<file path="config.mk">
export PLATFORM = sky130hd
export DESIGN_NAME = clock_timekeeper
export DESIGN_NICKNAME = d
export VERILOG_FILES = /design/src/rtl/clock_timekeeper.sv
export SDC_FILE = /design/constraint.sdc
export NUM_CORES = 1
export LEC_CHECK = 0
export CAP_MARGIN = 10
export CORE_ASPECT_RATIO = 0.5
export CORE_MARGIN = 3
export CORE_UTILIZATION = 40
export CTS_BUF_LIST = sky130_fd_sc_hd__clkbuf_4
export CTS_CLUSTER_DIAMETER = 200
export DETAILED_ROUTE_END_ITERATION = 7
export PLACE_DENSITY_LB_ADDON = 0.12
export SLEW_MARGIN = 0
export SYNTH_ARGS = -nofsm -noshare
export SYNTH_HDL_FRONTEND = slang
export SYNTH_SLANG_ARGS = --single-unit
</file>
<file path="constraint.sdc">
create_clock -name clk -period 4.2 [get_ports clk]
set_input_delay 0.63 -clock clk [delete_from_list [all_inputs] [get_ports clk]]
set_output_delay 0.63 -clock clk [all_outputs]
set_load 0.1 [all_outputs]
</file>
<file path="src/rtl/clock_timekeeper.sv">
// Timekeeping and alarm core for the VGA clock: 12-hour time from a 1 Hz tick,
// debounced adjusts with deferred-tick handling, alarm setpoint, alarm FSM and buzzer gate.
module clock_timekeeper #(
  parameter int RING_SECS = 60
) (
  input  logic       clk,
  input  logic       reset,
  input  logic       sec_tick,
  input  logic       sec_adj,
  input  logic       min_adj,
  input  logic       hrs_adj,
  input  logic       al_adj,
  input  logic       al_toggle,
  input  logic       buzzer_tone,
  output logic [5:0] seconds,
  output logic [5:0] minutes,
  output logic [3:0] hours,
  output logic [5:0] al_minutes,
  output logic [3:0] al_hours,
  output logic       al_on,
  output logic       alarm,
  output logic       buzzer_out
);

  // Bit 0 is the bell symbol, bit 1 is ringing, so both outputs come straight off flops.
  typedef enum logic [1:0] {
    OFF     = 2'b00,
    ARMED   = 2'b01,
    RINGING = 2'b11
  } alarm_state_t;

  localparam logic [5:0] RING_LOAD = 6'(RING_SECS);

  alarm_state_t r_state;
  alarm_state_t w_stateNext;

  logic [5:0] r_sec;
  logic [5:0] r_min;
  logic [3:0] r_hrs;
  logic [5:0] r_alMin;
  logic [3:0] r_alHrs;
  logic       r_pend;
  logic       r_beat;
  logic [5:0] r_ringCnt;
  logic       r_buzzer;

  logic       w_anyAdj;
  logic       w_applyTick;
  logic       w_pendNext;
  logic       w_match;
  logic [5:0] w_secNext;
  logic [5:0] w_minNext;
  logic [3:0] w_hrsNext;
  logic [5:0] w_alMinNext;
  logic [3:0] w_alHrsNext;
  logic [5:0] w_ringNext;

  assign w_anyAdj    = sec_adj | min_adj | hrs_adj;
  assign w_applyTick = ~w_anyAdj & (sec_tick | r_pend);
  assign w_pendNext  = w_anyAdj & (r_pend | sec_tick);
  assign w_match     = (r_hrs == r_alHrs) && (r_min == r_alMin) && (r_sec == 6'd0);

  // A tick (fresh or pending) never coincides with an adjust, so the two paths are exclusive.
  always_comb begin
    w_secNext = r_sec;
    w_minNext = r_min;
    w_hrsNext = r_hrs;
    if (w_applyTick) begin
      if (r_sec == 6'd59) begin
        w_secNext = 6'd0;
        if (r_min == 6'd59) begin
          w_minNext = 6'd0;
          w_hrsNext = (r_hrs == 4'd11) ? 4'd0 : r_hrs + 4'd1;
        end else begin
          w_minNext = r_min + 6'd1;
        end
      end else begin
        w_secNext = r_sec + 6'd1;
      end
    end else begin
      if (sec_adj) w_secNext = (r_sec == 6'd59) ? 6'd0 : r_sec + 6'd1;
      if (min_adj) w_minNext = (r_min == 6'd59) ? 6'd0 : r_min + 6'd1;
      if (hrs_adj) w_hrsNext = (r_hrs == 4'd11) ? 4'd0 : r_hrs + 4'd1;
    end
  end

  always_comb begin
    w_alMinNext = r_alMin;
    w_alHrsNext = r_alHrs;
    if (al_adj) begin
      if (r_alMin == 6'd50) begin
        w_alMinNext = 6'd0;
        w_alHrsNext = (r_alHrs == 4'd11) ? 4'd0 : r_alHrs + 4'd1;
      end else begin
        w_alMinNext = r_alMin + 6'd10;
      end
    end
  end

  // The toggle always wins over both the match and the ring timeout.
  always_comb begin
    w_stateNext = r_state;
    w_ringNext  = r_ringCnt;
    unique case (r_state)
      OFF: begin
        if (al_toggle) w_stateNext = ARMED;
      end
      ARMED: begin
        if (al_toggle) begin
          w_stateNext = OFF;
        end else if (w_match) begin
          w_stateNext = RINGING;
          w_ringNext  = RING_LOAD;
        end
      end
      RINGING: begin
        if (al_toggle) begin
          w_stateNext = OFF;
        end else if (w_applyTick) begin
          w_ringNext = r_ringCnt - 6'd1;
          if (r_ringCnt <= 6'd1) w_stateNext = ARMED;
        end
      end
      default: w_stateNext = OFF;
    endcase
  end

  always_ff @(posedge clk) begin
    if (reset) begin
      r_state   <= OFF;
      r_sec     <= 6'd0;
      r_min     <= 6'd0;
      r_hrs     <= 4'd0;
      r_alMin   <= 6'd0;
      r_alHrs   <= 4'd0;
      r_pend    <= 1'b0;
      r_beat    <= 1'b0;
      r_ringCnt <= 6'd0;
      r_buzzer  <= 1'b0;
    end else begin
      r_state   <= w_stateNext;
      r_sec     <= w_secNext;
      r_min     <= w_minNext;
      r_hrs     <= w_hrsNext;
      r_alMin   <= w_alMinNext;
      r_alHrs   <= w_alHrsNext;
      r_pend    <= w_pendNext;
      r_beat    <= r_beat ^ w_applyTick;
      r_ringCnt <= w_ringNext;
      r_buzzer  <= (r_state == RINGING) & r_beat & buzzer_tone;
    end
  end

  assign seconds    = r_sec;
  assign minutes    = r_min;
  assign hours      = r_hrs;
  assign al_minutes = r_alMin;
  assign al_hours   = r_alHrs;
  assign al_on      = r_state[0];
  assign alarm      = r_state[1];
  assign buzzer_out = r_buzzer;

endmodule

</file>
== Word level (Yosys, flattened, before mapping) ==
Index checks and enable logic that the tools add are counted.
Word-level totals
  bits of input ports: 9
  flip-flop bits (word level): 37
  word-level logic and storage cells: 84
Cells by class
  bitwise operators: 9
  reductions and logical operators: 13
  eq/ne operators: 19
  muxes and demuxes: 26
  order comparisons: 1
  add/sub/neg operators: 6
Operators by type and width (count)
  $mux W6: 12
  $mux W4: 6
  $eq A6 B6 Y1 const B: 3
  $add A6 B1 Y6 const B: 2
  $mux W2: 6
  $pmux W6 S2: 1
  $ne A2 B2 Y1 const B: 5
  $ne A3 B3 Y1 const B: 3
  $add A4 B1 Y4 const B: 2
  $eq A4 B4 Y1 const B: 2
  $reduce_bool A2 Y1: 4
  $add A6 B4 Y6 const B: 1
  $eq A6 B6 Y1: 1
  $le A6 B1 Y1 const B: 1
  $logic_not A6 Y1: 1
  $pmux W2 S3: 1
  $sub A6 B1 Y6 const B: 1
  $reduce_and A5 Y1: 1
  $and A1 B1 Y1: 4
  $eq A4 B4 Y1: 1
  $ne A2 B1 Y1 const B: 2
  $reduce_and A2 Y1: 2
  $reduce_and A4 Y1: 1
  $or A1 B1 Y1: 3
  7 further kinds: 8

== Depth between registers and ports, before layout ==
  depth after elaboration: 7
  mapped depth: 8
  gate-level depth less buffers: 7

== Least setup slack after synthesis ==
No wires, ideal clock.
  path type: reg-to-reg
  from: register r_sec[0], in the netlist seconds[0]
  to: register r_ringCnt[4]
  setup slack: 1.693 ns
  data arrival time: 2.388 ns
  cell stages (with the launch flop): 9
  path through: dfxtp_1 inv_1 ha_1 or4b_1 nor4_2 and4_1 buf_4 or2_4 o221a_2
Between the ends
  word-level cells in the longest chain between the ends: 4
Ends and longest elaborated chain
  start: declaration: line 37  | logic [5:0] r_sec;
  start signal: assignment: line 142  | r_sec <= w_secNext;
  $logic_not A6 Y1: line 61  | assign w_match = (r_hrs == r_alHrs) && (r_min == r_alMin) && (r_sec == 6'd0);
  $logic_and A1 B1 Y1: line 61
  $ne A2 B2 Y1 (no source line)
  $reduce_and A5 Y1 (no source line)
  end signal: assignment: line 149  | r_ringCnt <= w_ringNext;
  end: declaration: line 44  | logic [5:0] r_ringCnt;
Every way passes these cells.
A chain may end at the register's enable or synchronous reset.

== Worst setup path after layout ==
  from: register r_alMin[3], in the netlist al_minutes[3]
  to: output port al_minutes[3]
RTL lines
  start: declaration: line 40  | logic [5:0] r_alMin;
  start signal: assignment: line 145  | r_alMin <= w_alMinNext;
  end: declaration: line 18  | output logic [5:0] al_minutes,
No word-level cell between the ends.

==> results.sh <==
export IMPL_cp_arrival_ns=2.06
export IMPL_io_buffers=36
export IMPL_ys_seq_elements=36
export IMPL_multi_input_area_mm2=0.00112
export IMPL_fillers=432
export IMPL_fin_cells=325
export IMPL_min_period_ns=2.69
export IMPL_p_per_area_mw_per_mm2=316
export IMPL_root_buffer="clkbuf_4"
export IMPL_outcome="finished, final reports clean"
export IMPL_layout_nets=276
export IMPL_htree_levels=2
export IMPL_yosysMostFrequentCell="dfxtp_1"
export IMPL_tightest_slew_ns=0.974
export IMPL_cts_num_sinks=36
export IMPL_first_pass_iters=6
export IMPL_num_vias=1688
export IMPL_cp_cell_sequence="clkdlybuf4s50_1"
export IMPL_hold_depth=2
export IMPL_drt_total_wl_um=4290
export IMPL_antenna_cells=0
export IMPL_synth_common_cells="36 x dfxtp_1, 26 x nor2_1, 23 x nand2_1"
export IMPL_synth_top_area_cell="dfxtp_1"
export IMPL_period_share=0.640
export IMPL_drive_gt1_frac=0.0579
export IMPL_cts_resized=0
export IMPL_cp_depth=1
export IMPL_met2_length_um=1830
export IMPL_drv_slew=0
export IMPL_ant_nets=0
export IMPL_crit_slowest_cell="clkdlybuf4s50_1"
export IMPL_core_area_mm2=0.00449
export IMPL_synth_main_ff_cell="dfxtp_1"
export IMPL_ios=38
export IMPL_endpoint_kind="primary output"
export IMPL_setup_viol=0
export IMPL_ys_seq_area_frac=0.378
export IMPL_crit_type="flop to primary output"
export IMPL_rsz0062_at_grt="false"
export IMPL_clockBufferDepth=2
export IMPL_drc_errors=0
export IMPL_ir_worst_vdd_mv=0.205
export IMPL_post_synth_top_area_fraction=0.378
export IMPL_fmax_ghz=0.372
export IMPL_rows=17
export IMPL_worst_path_max_fanout=6
export IMPL_crit_buf_inv=1
export IMPL_wirelength_met1_um=2300
export IMPL_hold_violations=0
export IMPL_worstPathRequired_ns=3.57
export IMPL_r2r_cells=7
export IMPL_gp_congestion=0.840
export IMPL_slew_limit_headroom=0.349
export IMPL_dieArea_mm2=0.00568
export IMPL_die_y_um=54.8
export IMPL_power_leakage_nw=0.915
export IMPL_r2r_setup_slack_ns=2.02
export IMPL_yosys_cell_types_count=48
export IMPL_synth_net_count=240
export IMPL_cp_top_family="buffers and inverters"
export IMPL_die_x_um=104
export IMPL_synthTopCellsByArea="dfxtp_1 38%, xor2_1 7.8%, ha_1 5.3%"
export IMPL_area_growth_pct=24.2
export IMPL_slowest_delay_ns=1.20
export IMPL_dp_hpwl_um=3180
export IMPL_seq_area_um2=721
export IMPL_clk_latency_ns=0.33
export IMPL_overflow=0
export IMPL_tritoncts="yes"
export IMPL_max_cap_violations=0
export IMPL_cts_buffers=5
export IMPL_fin_skew_ns=0.0109
export IMPL_wire_per_inst_um=13.2
export IMPL_cts_clk_slew_worst_paths_ns=0.11
export IMPL_netlist_area_mm2=0.00191
export IMPL_fin_tns_setup_ns=0
export IMPL_synth_cells=223
export IMPL_antenna_found_initial=0
export IMPL_drtIter0Drc=46
export IMPL_routed_top_layer="met4"
export IMPL_crit_path_start_kind="flop"
export IMPL_synth_warnings=0
export IMPL_timing_hold_ws_ns=0.455
export IMPL_post_place_cells=318
export IMPL_ys_async_sr_fraction=0
export IMPL_vias_per_cell=5.19
export IMPL_initial_utilization=0.425
export IMPL_grt_max_degree=32
export IMPL_grt_pass1_wl_um=7080
export IMPL_cts_setup_buffers=0
export IMPL_min_path_type="flop to flop"
export IMPL_grt_pass1_vias=1494
export IMPL_syn_avg_cell_area_um2=8.55
export IMPL_ctsHoldBuffers=0
export IMPL_grt_usage=0.156
export IMPL_synth_edff_count=0
export IMPL_route_met3_wl_um=139
[where the power goes]
group          leakage [nW]  internal, mW  total, mW  switching, mW
Clock                0.0315        0.0682      0.179          0.111
Sequential            0.293         0.355      0.378         0.0226
Combinational         0.591        0.0566      0.191          0.135
[placed cells by master, fill, tap and decap left out, types with 2 or more instances in the layout]
cell type	synthesis	final
a211oi_1	2	2
a21o_1	4	4
a21oi_1	12	12
a31oi_1	3	3
and2_1	2	2
and4_1	2	2
clkbuf_4	0	6
clkdlybuf4s50_1	0	36
dfxtp_1	36	36
ha_1	8	8
inv_1	7	7
mux2i_1	4	4
nand2_1	23	23
nand3_1	5	5
nand4_1	5	5
nor2_1	26	26
nor2b_1	2	2
nor3_1	14	14
nor4_1	4	4
o21ai_0	6	6
o41ai_1	2	2
or3_1	3	3
xnor2_1	7	7
xor2_1	17	17
[flip-flops by register name, indices dropped and copies added (netlist names)]
signal	flops
r_ringCnt	6
hours	4
minutes	6
al_minutes	5
al_hours	4
seconds	6
r_state	2
r_beat	1
r_pend	1
buzzer_out	1
[kinds of logic (layout without fill, tap and decap cells)]
group,count (synthesis),after routing,synth area share
buffers and inverters,15,51,0.0348
DFF,36,36,0.378
AOI/OAI and AO/OA,40,40,0.142
other,1,1,0.00197
muxes,4,4,0.0210
and+or+nand+nor,95,95,0.259
adders and majority gates,8,8,0.0525
xor gates and xnor gates,24,24,0.110
[path summary, 6_finish.rpt]
path                               end                       start
max                      al_minutes[3]  al_minutes[3]$_SDFFE_PP0P_
min              buzzer_out$_SDFF_PP0_           r_beat$_SDFF_PP0_
max reg2reg  r_ringCnt[3]$_SDFFE_PP0P_     seconds[0]$_SDFFE_PP0P_
min reg2reg      buzzer_out$_SDFF_PP0_           r_beat$_SDFF_PP0_
[per-layer routing]
layer | up-vias | GRT usage
li1 | 858 | -
met1 | 797 | 0.214
met2 | 29 | 0.246
met3 | 4 | 0.0448
met4 | 0 | 0.0397
met5 | - | 0
[metrics by stage]
stage	util	total power, mW	setup slack (ns)	cell area (um^2)
finish	0.527	0.748	1.51	2370
global route	0.527	0.785	1.42	2370
CTS	0.527	0.756	1.49	2370
detailed placement	0.516	0.577	1.67	2320
global placement	0.516	0.575	1.76	2320
floorplan	-	0.528	1.69	1910
[layout make-up]
type	count	area share
clock inverters	1	0.00212
multi-input cells	172	0.473
flip-flops and latches	36	0.305
well taps	66	0.0349
repair buffers	37	0.155
inverters	7	0.0111
clock buffers	6	0.0190
No activity file was read; power rests on OpenSTA's default activity.
